$ cat src/rtl/digit_scan.sv
// digit_scan: time-multiplexes two 7-segment patterns onto one shared segment
// bus with per-digit enables, blank gaps between slots, optional leading-zero
// blanking of digit 2 and a one-cycle frame strobe at the start of each scan.
module digit_scan #(
    parameter int REFRESH_DIV    = 50000,
    parameter int BLANK_CYCLES   = 500,
    parameter bit SEG_ACTIVE_LOW = 1'b1,
    parameter bit DIG_ACTIVE_LOW = 1'b1
) (
    input  logic       clk,
    input  logic       rst,
    input  logic [6:0] segi_1,
    input  logic [6:0] segi_2,
    input  logic       blank_zero,
    output logic [6:0] seg_out,
    output logic [1:0] dig_en,
    output logic       frame_tick
);

    localparam int MAXC = (REFRESH_DIV > BLANK_CYCLES) ? REFRESH_DIV : BLANK_CYCLES;
    localparam int CW   = $clog2(MAXC + 1);
    localparam bit HAS_GAP = (BLANK_CYCLES > 0);
    localparam logic [CW-1:0] R_LOAD = CW'(REFRESH_DIV - 1);
    localparam logic [CW-1:0] B_LOAD = CW'((BLANK_CYCLES > 0) ? BLANK_CYCLES - 1 : 0);
    localparam logic [6:0] SEG_OFF  = SEG_ACTIVE_LOW ? 7'h7F : 7'h00;
    localparam logic [1:0] DIG_OFF  = DIG_ACTIVE_LOW ? 2'b11 : 2'b00;
    localparam logic [6:0] ZERO_PAT = 7'b0111111;

    typedef enum logic [1:0] {SHOW1, GAP1, SHOW2, GAP2} state_t;

    state_t        state_q, state_d;
    logic [CW-1:0] cnt_q, cnt_d;
    logic [6:0]    hold_q, hold_d;
    logic          blank_q, blank_d;
    logic [6:0]    seg_q, seg_d;
    logic [1:0]    dig_q, dig_d;
    logic          tick_q, tick_d;

    logic          go1, go2;
    logic [6:0]    lit;
    logic [1:0]    sel;

    // Next-state: count the current slot down, then advance; entering a SHOW
    // slot captures that digit's pattern and reloads the slot length.
    always_comb begin
        state_d = state_q;
        cnt_d   = cnt_q;
        hold_d  = hold_q;
        blank_d = blank_q;
        go1     = 1'b0;
        go2     = 1'b0;
        if (cnt_q != '0) begin
            cnt_d = cnt_q - CW'(1);
        end else begin
            unique case (state_q)
                SHOW1: begin
                    if (HAS_GAP) begin
                        state_d = GAP1;
                        cnt_d   = B_LOAD;
                    end else begin
                        go2 = 1'b1;
                    end
                end
                GAP1: go2 = 1'b1;
                SHOW2: begin
                    if (HAS_GAP) begin
                        state_d = GAP2;
                        cnt_d   = B_LOAD;
                    end else begin
                        go1 = 1'b1;
                    end
                end
                GAP2: go1 = 1'b1;
                default: go1 = 1'b1;
            endcase
        end
        if (go1) begin
            state_d = SHOW1;
            cnt_d   = R_LOAD;
            hold_d  = segi_1;
            blank_d = 1'b0;
        end
        if (go2) begin
            state_d = SHOW2;
            cnt_d   = R_LOAD;
            hold_d  = segi_2;
            blank_d = blank_zero && (segi_2 == ZERO_PAT);
        end
    end

    // Output decode from the next state so a captured pattern appears on the
    // same edge that enters its slot; polarity applied only here.
    always_comb begin
        lit = 7'h00;
        sel = 2'b00;
        unique case (state_d)
            SHOW1: begin
                lit = hold_d;
                sel = 2'b01;
            end
            SHOW2: begin
                lit = blank_d ? 7'h00 : hold_d;
                sel = 2'b10;
            end
            default: begin
                lit = 7'h00;
                sel = 2'b00;
            end
        endcase
        seg_d  = SEG_ACTIVE_LOW ? ~lit : lit;
        dig_d  = DIG_ACTIVE_LOW ? ~sel : sel;
        tick_d = go1;
    end

    // State, counter, captured pattern and output registers.
    always_ff @(posedge clk) begin
        if (!rst) begin
            state_q <= GAP2;
            cnt_q   <= '0;
            hold_q  <= 7'h00;
            blank_q <= 1'b0;
            seg_q   <= SEG_OFF;
            dig_q   <= DIG_OFF;
            tick_q  <= 1'b0;
        end else begin
            state_q <= state_d;
            cnt_q   <= cnt_d;
            hold_q  <= hold_d;
            blank_q <= blank_d;
            seg_q   <= seg_d;
            dig_q   <= dig_d;
            tick_q  <= tick_d;
        end
    end

    assign seg_out    = seg_q;
    assign dig_en     = dig_q;
    assign frame_tick = tick_q;

endmodule

$ cat config.mk
export PLATFORM = sky130hd
export DESIGN_NAME = digit_scan
export DESIGN_NICKNAME = d
export VERILOG_FILES = /design/src/rtl/digit_scan.sv
export SDC_FILE = /design/constraint.sdc
export NUM_CORES = 1
export LEC_CHECK = 0
export BUFFER_PORTS_ARGS = -buffer_cell sky130_fd_sc_hd__buf_2
export CAP_MARGIN = 10
export CORE_ASPECT_RATIO = 0.9
export CORE_UTILIZATION = 40
export DETAILED_ROUTE_END_ITERATION = 8
export GPL_ROUTABILITY_DRIVEN = 0
export PLACE_DENSITY = 0.61
export SLEW_MARGIN = 0
export SYNTH_ARGS = -nofsm -noshare
export SYNTH_HDL_FRONTEND = slang
export SYNTH_SLANG_ARGS = --single-unit
$ cat constraint.sdc
create_clock -name clk -period 1.7 [get_ports clk]
set_input_delay 0.17 -clock clk [delete_from_list [all_inputs] [get_ports clk]]
set_output_delay 0.17 -clock clk [all_outputs]
set_load 0.1 [all_outputs]
==> results.py, run 1 <==
metrics = {
    "die": {
        "start_util_pct": 41.6,
        "io_pins": 27,
        "die_w_um": 70.6,
        "die-area_mm2": 0.00450,
        "core_area_mm2": 0.00407,
        "fp-row-count": 22,
        "die_h_um": 63.7,
    },
    "clock_tree": {
        "clk_pin_slew_ps": 70,
        "clock_sink_count": 36,
        "cts_root_buffer": "clkbuf_8",
        "numCtsBuffers": 5,
        "cts_tree": "built",
        "clock_latency_ps": 280,
        "htreeDepth": 2,
        "clock_path_buffers": 2,
    },
    "sta": {
        "clock-skew-final_ps": 7.58,
        "fin_ws_ps": -19.1,
        "maxSlewViolCount": 0,
        "tightest_slew_ps": 510,
        "slew_headroom_pct": 66.0,
        "fin_crit_ps": 1720,
        "finalHoldViolations": 0,
        "period_share_pct": 101,
        "rsz0062_at_grt": "true",
        "setup_viol": 2,
        "max_freq_mhz": 582,
    },
    "detailed_routing": {
        "drc_errors": 0,
        "drt-total-wl_mm": 4.00,
        "drtIter0Drc": 90,
        "drt-pass1-iter-count": 4,
        "vias": 1521,
        "drt-wirelength-per-cell_um": 14.6,
        "postRouteAntennaNets": 0,
        "via_per_inst": 5.55,
    },
    "finish": {
        "fin_util_pct": 54.7,
        "drive_gt1_share_pct": 38.9,
        "fin_cells": 274,
        "multiInputGateArea_um2": 998,
        "layout_common_cells": "dfxtp_1, buf_2, buf_4",
        "area_delta_synth_final_pct": 31.5,
        "final_common_cell": "dfxtp_1",
        "fin_nets": 245,
        "diodes": 0,
        "seqCellArea_um2": 729,
        "n_fill_cell": 385,
    },
    "placed_design": {
        "dp_cells": 268,
        "dp_slack_ps": -111,
        "dp_hpwl_mm": 2.86,
        "port_buffers": 26,
    },
    "run_status": {
        "violations": "setup timing",
        "outcome": "finished, violations left",
    },
    "setup_path": {
        "critPathBufInv": 1,
        "critPathMaxFanout": 6,
        "slowest_delay_ps": 590,
        "crit_path_top_delay_cell": "or4_4",
        "path_class": "reg2reg",
        "crit_required_ps": 1870,
        "cp_top_family": "simple AND/OR/NAND/NOR gates",
        "path_cells": "or4_4 -> buf_6 -> nor4_4 -> xnor2_1 -> a21oi_1",
        "path_depth": 5,
        "cp-end-kind": "flop",
        "start_kind": "flop",
        "reg2reg_depth": 5,
        "worstPathArrival_ps": 1890,
    },
    "yosys": {
        "ys.flop_type": "dfxtp_1",
        "synth_fa_ha_area_share_pct": 1.48,
        "synth_area_leader_cell": "dfxtp_1",
        "synth-simple-area-share_pct": 26.4,
        "synth_edf_count": 0,
        "synth_area_leaders": "dfxtp_1, mux2i_1, nor4_4",
        "synth_cell_types": 45,
        "synth_nets": 197,
        "syn_area_mm2": 0.00169,
        "synth.avg_cell_area_um2": 9.52,
        "ys_ff_latch": 36,
        "synth_cells": 178,
        "async_flop_share_pct": 0,
        "synth_top_family_by_area": "simple AND/OR/NAND/NOR gates",
        "ys_seq_area_share_pct": 42.5,
        "synth-compound-area-share_pct": 13.7,
        "yosys_warnings": 0,
        "synth.area.mux_share_pct": 7.46,
        "synth_top_area_share_pct": 42.5,
        "synth_xor_area_share_pct": 4.14,
    },
    "global_route": {
        "track_usage_pct": 19.6,
        "grt_pass1_vias": 1440,
        "antenna_found_initial": 0,
        "grt_max_degree": 32,
        "grt_first_pass_wirelength_mm": 6.90,
        "overflow": 0,
    },
    "min_path": {
        "hold_path_class": "in2reg",
        "min_path_cells": 4,
    },
    "power_and_ir_drop": {
        "p_leak_nw": 0.873,
        "finalPower_w": 0.00413,
        "p_per_area_mw_per_mm2": 1850,
        "peakVddDrop_uv": 751,
    },
    "flow_run": {
        "maxCapViolations": 0,
    },
}
metrics by stage:
stage / hold slack [ps] / instance area, um^2 / TNS (ps)
after global routing: 339 / 2230 / -1140
after CTS: 306 / 2180 / -51.5
after global placement: 415 / 2040 / -197
final: 314 / 2230 / -28.5
after detailed placement: 422 / 2040 / -724
after floorplan: 408 / 1690 / 0
path summary, 6_finish.rpt:
kind,slack [ps],start,to
max,-20,cnt_q[6],cnt_q[9]
min,310,segi_1[5],hold_q[5]
max reg2reg,-20,cnt_q[6],cnt_q[9]
min reg2reg,430,hold_q[0],seg_out[0]
synthesized netlist by cell type, types with 3 or more instances:
library cell   n
nor3b_1        3
inv_1          3
clkbuf_1       8
nor4_4         3
nor2_1         4
nand3_1        4
and3_1         7
o21ai_0        4
mux2i_1        7
a21oi_1       11
nand2b_1       3
xnor2_1        7
or4_1          3
nor3_1         6
mux2_2         5
dfxtp_1       36
a21boi_0       5
nand2_1       14
nor4_1         8
a22oi_1        3
final cells by class:
class                   instances  area share (%)
well taps                      48            2.70
repair buffers                 51            14.8
multi-input cells             128            44.8
inverters                       4           0.674
flip-flops and latches         36            32.7
clock buffers                   7            4.32
worst min-delay path, cell delays in order:
cell	delay (ps)
buf_2	70
mux2_2	130
nand2_1	60
mux2i_1	120
cell families after synthesis:
kind of cell               count (synthesis)
and+or+nand+nor                           69
DFF                                       36
buffers and inverters                     15
adders and majority gates                  2
xor gates and xnor gates                   8
AOI/OAI and AO/OA                         36
muxes                                     12
per-layer routing:
metal | part of all wire [%] | track usage [%] | vias up
met4 | 0.85 | 6.00 | 0
met1 | 48 | 26.1 | 733
met5 | 0 | 0 | -
met2 | 47 | 31.7 | 33
li1 | - | - | 751
met3 | 4.1 | 4.57 | 4
timing repair:
item / CTS / global route
pin swaps: 2 / 3
cloned: 1 / 0
setup endpoints to repair: 28 / 32
endpoints found under the hold margin: 0 / 0
hold buffers: 0 / 0
resized for setup: 11 / 17
buffers inserted: 0 / 0
power by group:
part / total [W] / switching, W / leakage, nW / internal [W]
Sequential: 0.00128 / 0.000199 / 0.296 / 0.00108
Combinational: 0.00220 / 0.00123 / 0.527 / 0.000970
Clock: 0.000652 / 0.000291 / 0.0503 / 0.000361
flip-flops by register name, summed over array words and instances, names as in the netlist:
register,cells
frame_tick,1
state_q,2
blank_q,1
seg_out,7
hold_q,7
dig_en,2
cnt_q,16
(Power assumes the default switching activity.)
==> inputs of run 2 (changes only) <==
==> constraint.sdc (replaced) <==
create_clock -name clk -period 1.4 [get_ports clk]
set_input_delay 0.14 -clock clk [delete_from_list [all_inputs] [get_ports clk]]
set_output_delay 0.14 -clock clk [all_outputs]
set_load 0.1 [all_outputs]
==> results.py, run 2 (synthesis results as in run 1) <==
metrics = {
    "power_and_ir_drop": {
        "intPower_w": 0.00381,
        "comb_power_share_pct": 54.8,
        "p_leak_nw": 1.02,
        "pwr-share-clk_pct": 20.6,
        "peakVddDrop_uv": 1230,
        "seqPwrFrac_pct": 24.6,
        "sw_frac_of_total_pct": 38.7,
        "p_per_area_mw_per_mm2": 2430,
        "power.switching_w": 0.00241,
    },
    "sta": {
        "clock-skew-final_ps": 9.88,
        "fin_crit_ps": 1710,
        "rsz0062_at_grt": "true",
        "finalHoldViolations": 0,
        "setup_viol": 36,
        "fin_ws_ps": -311,
        "slew_headroom_pct": 67.4,
        "period_share_pct": 122,
        "tightest_slew_ps": 492,
        "max_freq_mhz": 584,
        "maxSlewViolCount": 0,
    },
    "die": {
        "die_w_um": 70.6,
        "core_area_mm2": 0.00407,
        "start_util_pct": 41.6,
        "die_h_um": 63.7,
        "die-area_mm2": 0.00450,
        "io_pins": 27,
        "fp-row-count": 22,
    },
    "setup_path": {
        "worstPathArrival_ps": 1920,
        "r2r-start": "cnt_q[3]",
        "start_kind": "flop",
        "path_cells": "or4_4 -> nor3_4 -> and3_4 -> buf_12 -> mux2i_1",
        "path_class": "reg2reg",
        "crit_start": "cnt_q[3]",
        "crit_required_ps": 1610,
        "slowest_delay_ps": 600,
        "critPathMaxFanout": 9,
        "cp-end-kind": "flop",
        "crit_path_top_delay_cell": "or4_4",
    },
    "run_status": {
        "violations": "DRC, setup timing",
        "outcome": "finished, violations left",
    },
    "global_route": {
        "grt_max_degree": 27,
        "overflow": 0,
        "antenna_found_initial": 0,
        "grt_first_pass_wirelength_mm": 7.40,
        "grt_pass1_vias": 1585,
        "track_usage_pct": 21.7,
    },
    "detailed_routing": {
        "met2WireLength_mm": 2.42,
        "routed.top_layer": "met4",
        "wl_met3_um": 124,
        "via_per_inst": 5.61,
        "vias": 1639,
        "drt-wirelength-per-cell_um": 16.0,
        "drt-total-wl_mm": 4.68,
        "drtIter0Drc": 106,
        "drc_errors": 4,
        "postRouteAntennaNets": 0,
        "wl_met1_mm": 2.07,
        "drt-pass1-iter-count": 6,
    },
    "finish": {
        "seqCellArea_um2": 724,
        "regMostFlops": "cnt_q",
        "diodes": 0,
        "largest_reg_flops": 16,
        "fin_util_pct": 62.8,
        "layout_common_cells": "dfxtp_1, buf_4, buf_2",
        "drive_gt1_share_pct": 49.2,
        "final_common_cell": "dfxtp_1",
        "area_delta_synth_final_pct": 51.0,
        "fin_nets": 262,
        "multiInputGateArea_mm2": 0.00108,
        "n_fill_cell": 327,
    },
    "clock_tree": {
        "numCtsBuffers": 5,
        "htreeDepth": 2,
        "cts_root_buffer": "clkbuf_8",
        "clock_sink_count": 36,
        "clk_pin_slew_ps": 80,
        "ctsHoldBuffers": 0,
        "cts_tree": "built",
        "clock_latency_ps": 290,
        "clock_path_buffers": 2,
    },
    "placed_design": {
        "dp_slack_ps": -430,
        "dp_hpwl_mm": 3.13,
        "port_buffers": 26,
    },
    "min_path": {
        "hold_start": "segi_1[0]",
        "hold_path_class": "in2reg",
    },
    "flow_run": {
        "maxCapViolations": 0,
    },
}
## run 2: changes by cell type in the layout (fill, tap and decap cells not counted), moves of 4 or more
cell	delta
buf_6	+12
a21oi_1	-5
a21oi_2	+5
buf_4	+5
a21boi_2	+4
o21ai_0	-4
o21ai_2	+4
## run 2: critical path, delay by kind of cell (launching register included)
family / cells / cell delay (ps)
buffers and inverters: 1 / 130
DFF: 1 / 330
and+or+nand+nor: 3 / 980
muxes: 1 / 190
## run 2: layer usage
layer  vias to the layer above  GRT usage, %
li1                        784             -
met1                       819          25.7
met2                        30          38.7
met3                         6          3.79
met4                         0          9.00
met5                         -             0
## run 2: layout make-up
class | count | share of cell area (%)
timing repair buffer | 69 | 20.4
tap | 48 | 2.35
clock buffer | 5 | 2.69
clock inverter | 3 | 3.52
multi-input combinational | 127 | 42.1
inverter | 4 | 0.587
sequential | 36 | 28.3
## run 2: worst paths after layout
check / slack, ps / to / cells past startpoint
setup / recovery: -310 / hold_q[3] / 5
hold / removal: 270 / hold_q[0] / 4
setup reg to reg: -310 / hold_q[3] / 5
hold reg to reg: 440 / seg_out[5] / 1
## run 2: timing repair
action,CTS,global route
setup endpoints to repair,36,36
pin swaps,10,8
gates cloned,1,0
setup buffers,5,2
endpoints found under the hold margin,0,0
gates resized for setup,43,17
## run 2: per-stage QoR
stage | total power [W] | area (um^2) | instances | hold WS, ps | setup TNS (ps)
after global placement | 0.00409 | 2130 | 277 | 420 | -11090
after floorplan | 0.00327 | 1720 | 178 | 408 | -5700
final | 0.00622 | 2560 | 292 | 269 | -9010
after CTS | 0.00603 | 2480 | 291 | 266 | -8760
after global routing | 0.00650 | 2560 | 292 | 314 | -11360
after detailed placement | 0.00421 | 2130 | 277 | 426 | -12170
## run 2: power groups by stage
stage | Clock [W] | Combinational, W | Sequential [W]
after floorplan | 0 | 0.00143 | 0.00184
after global placement | 0 | 0.00260 | 0.00149
after detailed placement | 0 | 0.00270 | 0.00151
after CTS | 0.00129 | 0.00323 | 0.00151
after global routing | 0.00133 | 0.00361 | 0.00156
final | 0.00128 | 0.00341 | 0.00153
==> inputs of run 3 (changes only) <==
--- a/config.mk
+++ b/config.mk
@@ -5,10 +5,12 @@
 export SDC_FILE = /design/constraint.sdc
 export NUM_CORES = 1
 export LEC_CHECK = 0
+export ABC_AREA = 1
 export BUFFER_PORTS_ARGS = -buffer_cell sky130_fd_sc_hd__buf_2
 export CAP_MARGIN = 10
 export CORE_ASPECT_RATIO = 0.9
 export CORE_UTILIZATION = 40
+export CTS_CLUSTER_SIZE = 28
 export DETAILED_ROUTE_END_ITERATION = 8
 export GPL_ROUTABILITY_DRIVEN = 0
 export PLACE_DENSITY = 0.61
@@ -16,3 +18,4 @@
 export SYNTH_ARGS = -nofsm -noshare
 export SYNTH_HDL_FRONTEND = slang
 export SYNTH_SLANG_ARGS = --single-unit
+export TNS_END_PERCENT = 100
==> results.py, run 3 <==
metrics = {
    "global_route": {
        "track_usage_pct": 21.4,
        "grt_max_degree": 11,
        "antenna_found_initial": 0,
        "overflow": 0,
        "grt_pass1_vias": 1615,
        "grt_first_pass_wirelength_mm": 7.32,
    },
    "placed_design": {
        "port_buffers": 26,
        "dp_hpwl_mm": 3.09,
        "dp_cells": 342,
        "dp_slack_ps": -129,
    },
    "finish": {
        "final_common_cell": "buf_4",
        "seqCellArea_um2": 732,
        "multiInputGateArea_mm2": 0.00110,
        "fin_util_pct": 64.3,
        "regMostFlops": "cnt_q",
        "largest_reg_flops": 16,
        "drive_gt1_share_pct": 54.7,
        "fin_cells": 359,
        "diodes": 0,
        "fin_nets": 329,
        "n_fill_cell": 353,
        "layout_common_cells": "buf_4, nand2_1, dfxtp_1",
        "area_delta_synth_final_pct": 53.2,
    },
    "power_and_ir_drop": {
        "p_per_area_mw_per_mm2": 2270,
        "peakVddDrop_uv": 1420,
        "p_leak_nw": 1.15,
        "finalPower_w": 0.00594,
    },
    "die": {
        "fp-row-count": 22,
        "io_pins": 27,
        "die_w_um": 70.9,
        "die_h_um": 64.0,
        "die-area_mm2": 0.00454,
        "start_util_pct": 42.0,
        "core_area_mm2": 0.00407,
    },
    "yosys": {
        "yosysMostFrequentCell": "nand2_1",
        "ys.flop_type": "dfxtp_1",
        "ys_seq_area_share_pct": 42.2,
        "async_flop_share_pct": 0,
        "synth_cells": 228,
        "synth_cell_types": 28,
        "synth_nets": 247,
        "yosys_warnings": 0,
        "synth_top_area_share_pct": 42.2,
        "synth_area_leaders": "dfxtp_1, nand2_1, nor2_1",
        "synth.avg_cell_area_um2": 7.50,
        "synth_edf_count": 0,
        "synth_common_cells": "nand2_1, dfxtp_1, nor2_1",
        "syn_area_mm2": 0.00171,
        "ys_ff_latch": 36,
        "synth_area_leader_cell": "dfxtp_1",
    },
    "clock_tree": {
        "clock_sink_count": 36,
        "clock_path_buffers": 2,
        "clock_latency_ps": 290,
        "numCtsBuffers": 5,
        "cts_tree": "built",
        "clk_pin_slew_ps": 70,
        "cts_root_buffer": "clkbuf_8",
        "ctsHoldBuffers": 0,
        "htreeDepth": 2,
    },
    "detailed_routing": {
        "postRouteAntennaNets": 0,
        "drtIter0Drc": 99,
        "drc_errors": 0,
        "drt-wirelength-per-cell_um": 12.9,
        "drt-total-wl_mm": 4.65,
        "drt-pass1-iter-count": 6,
        "vias": 1701,
        "via_per_inst": 4.74,
    },
    "run_status": {
        "outcome": "finished, violations left",
        "violations": "setup timing",
    },
    "sta": {
        "fin_ws_ps": -107,
        "fin_crit_ps": 1510,
        "period_share_pct": 108,
        "tightest_slew_ps": 486,
        "rsz0062_at_grt": "true",
        "slew_headroom_pct": 67.8,
        "worst_hold_slack_ps": 90.7,
        "finalHoldViolations": 0,
        "max_freq_mhz": 664,
        "maxSlewViolCount": 0,
        "clock-skew-final_ps": 5.70,
        "setup_viol": 14,
    },
    "setup_path": {
        "cp-end-kind": "flop",
        "crit_top_cell": "nand2_1",
        "path_class": "reg2reg",
        "critPathMaxFanout": 5,
        "crit_path_top_delay_cell": "dfxtp_2",
        "reg2reg_depth": 10,
        "worstPathArrival_ps": 1680,
        "timing.rr.end": "seg_out[4]",
        "start_kind": "flop",
        "r2r_slack_ps": -110,
        "r2r-start": "cnt_q[1]",
        "slowest_delay_ps": 330,
        "path_cells": "inv_2 -> ha_4 -> nand2_4 -> nor2_4 -> nand3_4 -> buf_6 -> a21oi_1 -> nand2_1 -> nor2_2 -> nand2_1",
        "crit_required_ps": 1570,
    },
    "min_path": {
        "hold_path_class": "in2reg",
        "min_path_cells": 3,
        "hold_end": "hold_q[1]",
        "hold_start": "segi_1[1]",
    },
    "flow_run": {
        "maxCapViolations": 0,
    },
}
## run 3: cell types whose count changed after synthesis, sizes merged, moves of 7 or more
cell / before / now
a21boi: 7 / 0
and3: 7 / 0
clkbuf: 8 / 1
inv: 3 / 27
mux2i: 7 / 0
nand2: 14 / 55
nor2: 4 / 41
nor4: 12 / 0
o21ai: 5 / 12
## run 3: where the power goes
group          switching (W)  internal, W  leakage, nW
combinational        0.00209      0.00154        0.810
sequential          0.000231      0.00131        0.297
clock               0.000366     0.000401       0.0455
total                0.00269      0.00325         1.15
## run 3: cell type report
class	count	share of cell area [%]
Sequential cell	36	28.0
Multi-Input combinational cell	162	41.9
Tap cell	48	2.29
Inverter	28	4.20
Clock buffer	8	3.44
Timing Repair Buffer	77	20.2
## run 3: worst max-delay path by stage
stage | to | cells past startpoint | from
3_5_place_dp | seg_out[3] | 9 | cnt_q[1]
2_1_floorplan | seg_out[6] | 10 | cnt_q[0]
3_3_place_gp | seg_out[0] | 10 | cnt_q[1]
4_1_cts | seg_out[0] | 9 | cnt_q[13]
5_1_grt | seg_out[5] | 9 | cnt_q[1]
6_report | seg_out[4] | 10 | cnt_q[1]
## run 3: cell families (layout without fill, tap and decap cells)
group	count (synthesis)	after routing	synth area share [%]
DFF	36	36	42.2
adders and majority gates	2	2	1.46
and+or+nand+nor	122	122	34.8
AOI/OAI and AO/OA	30	30	10.4
xor gates and xnor gates	8	8	4.10
buffers and inverters	30	113	7.03
## run 3: critical path, delay by kind of cell (launching register included)
family	cells	cell delay (ps)
buffers and inverters	2	240
adders and majority gates	1	160
AOI/OAI and AO/OA	1	120
and+or+nand+nor	6	540
DFF	1	330
## run 3: timing repair
item,in CTS,in global routing
resized for setup,39,44
pin swaps,20,33
endpoints found under the setup margin,25,28
gates cloned,1,0
buffers inserted,3,5
## run 3: stage by stage
step           setup TNS [ps]  instance area, um^2
6_report                 -918                 2620
5_1_grt                 -2700                 2620
4_1_cts                  -481                 2420
3_5_place_dp            -1890                 2200
3_3_place_gp            -1440                 2200
2_1_floorplan               0                 1710
## run 3: per-layer routing
| layer | wire length (um) | vias up | track usage, % |
|---|---|---|---|
| li1 | - | 884 | - |
| met1 | 2170 | 785 | 27.9 |
| met2 | 2260 | 28 | 34.0 |
| met3 | 157 | 4 | 5.68 |
| met4 | 53 | 0 | 7.75 |
| met5 | 0 | - | 0 |
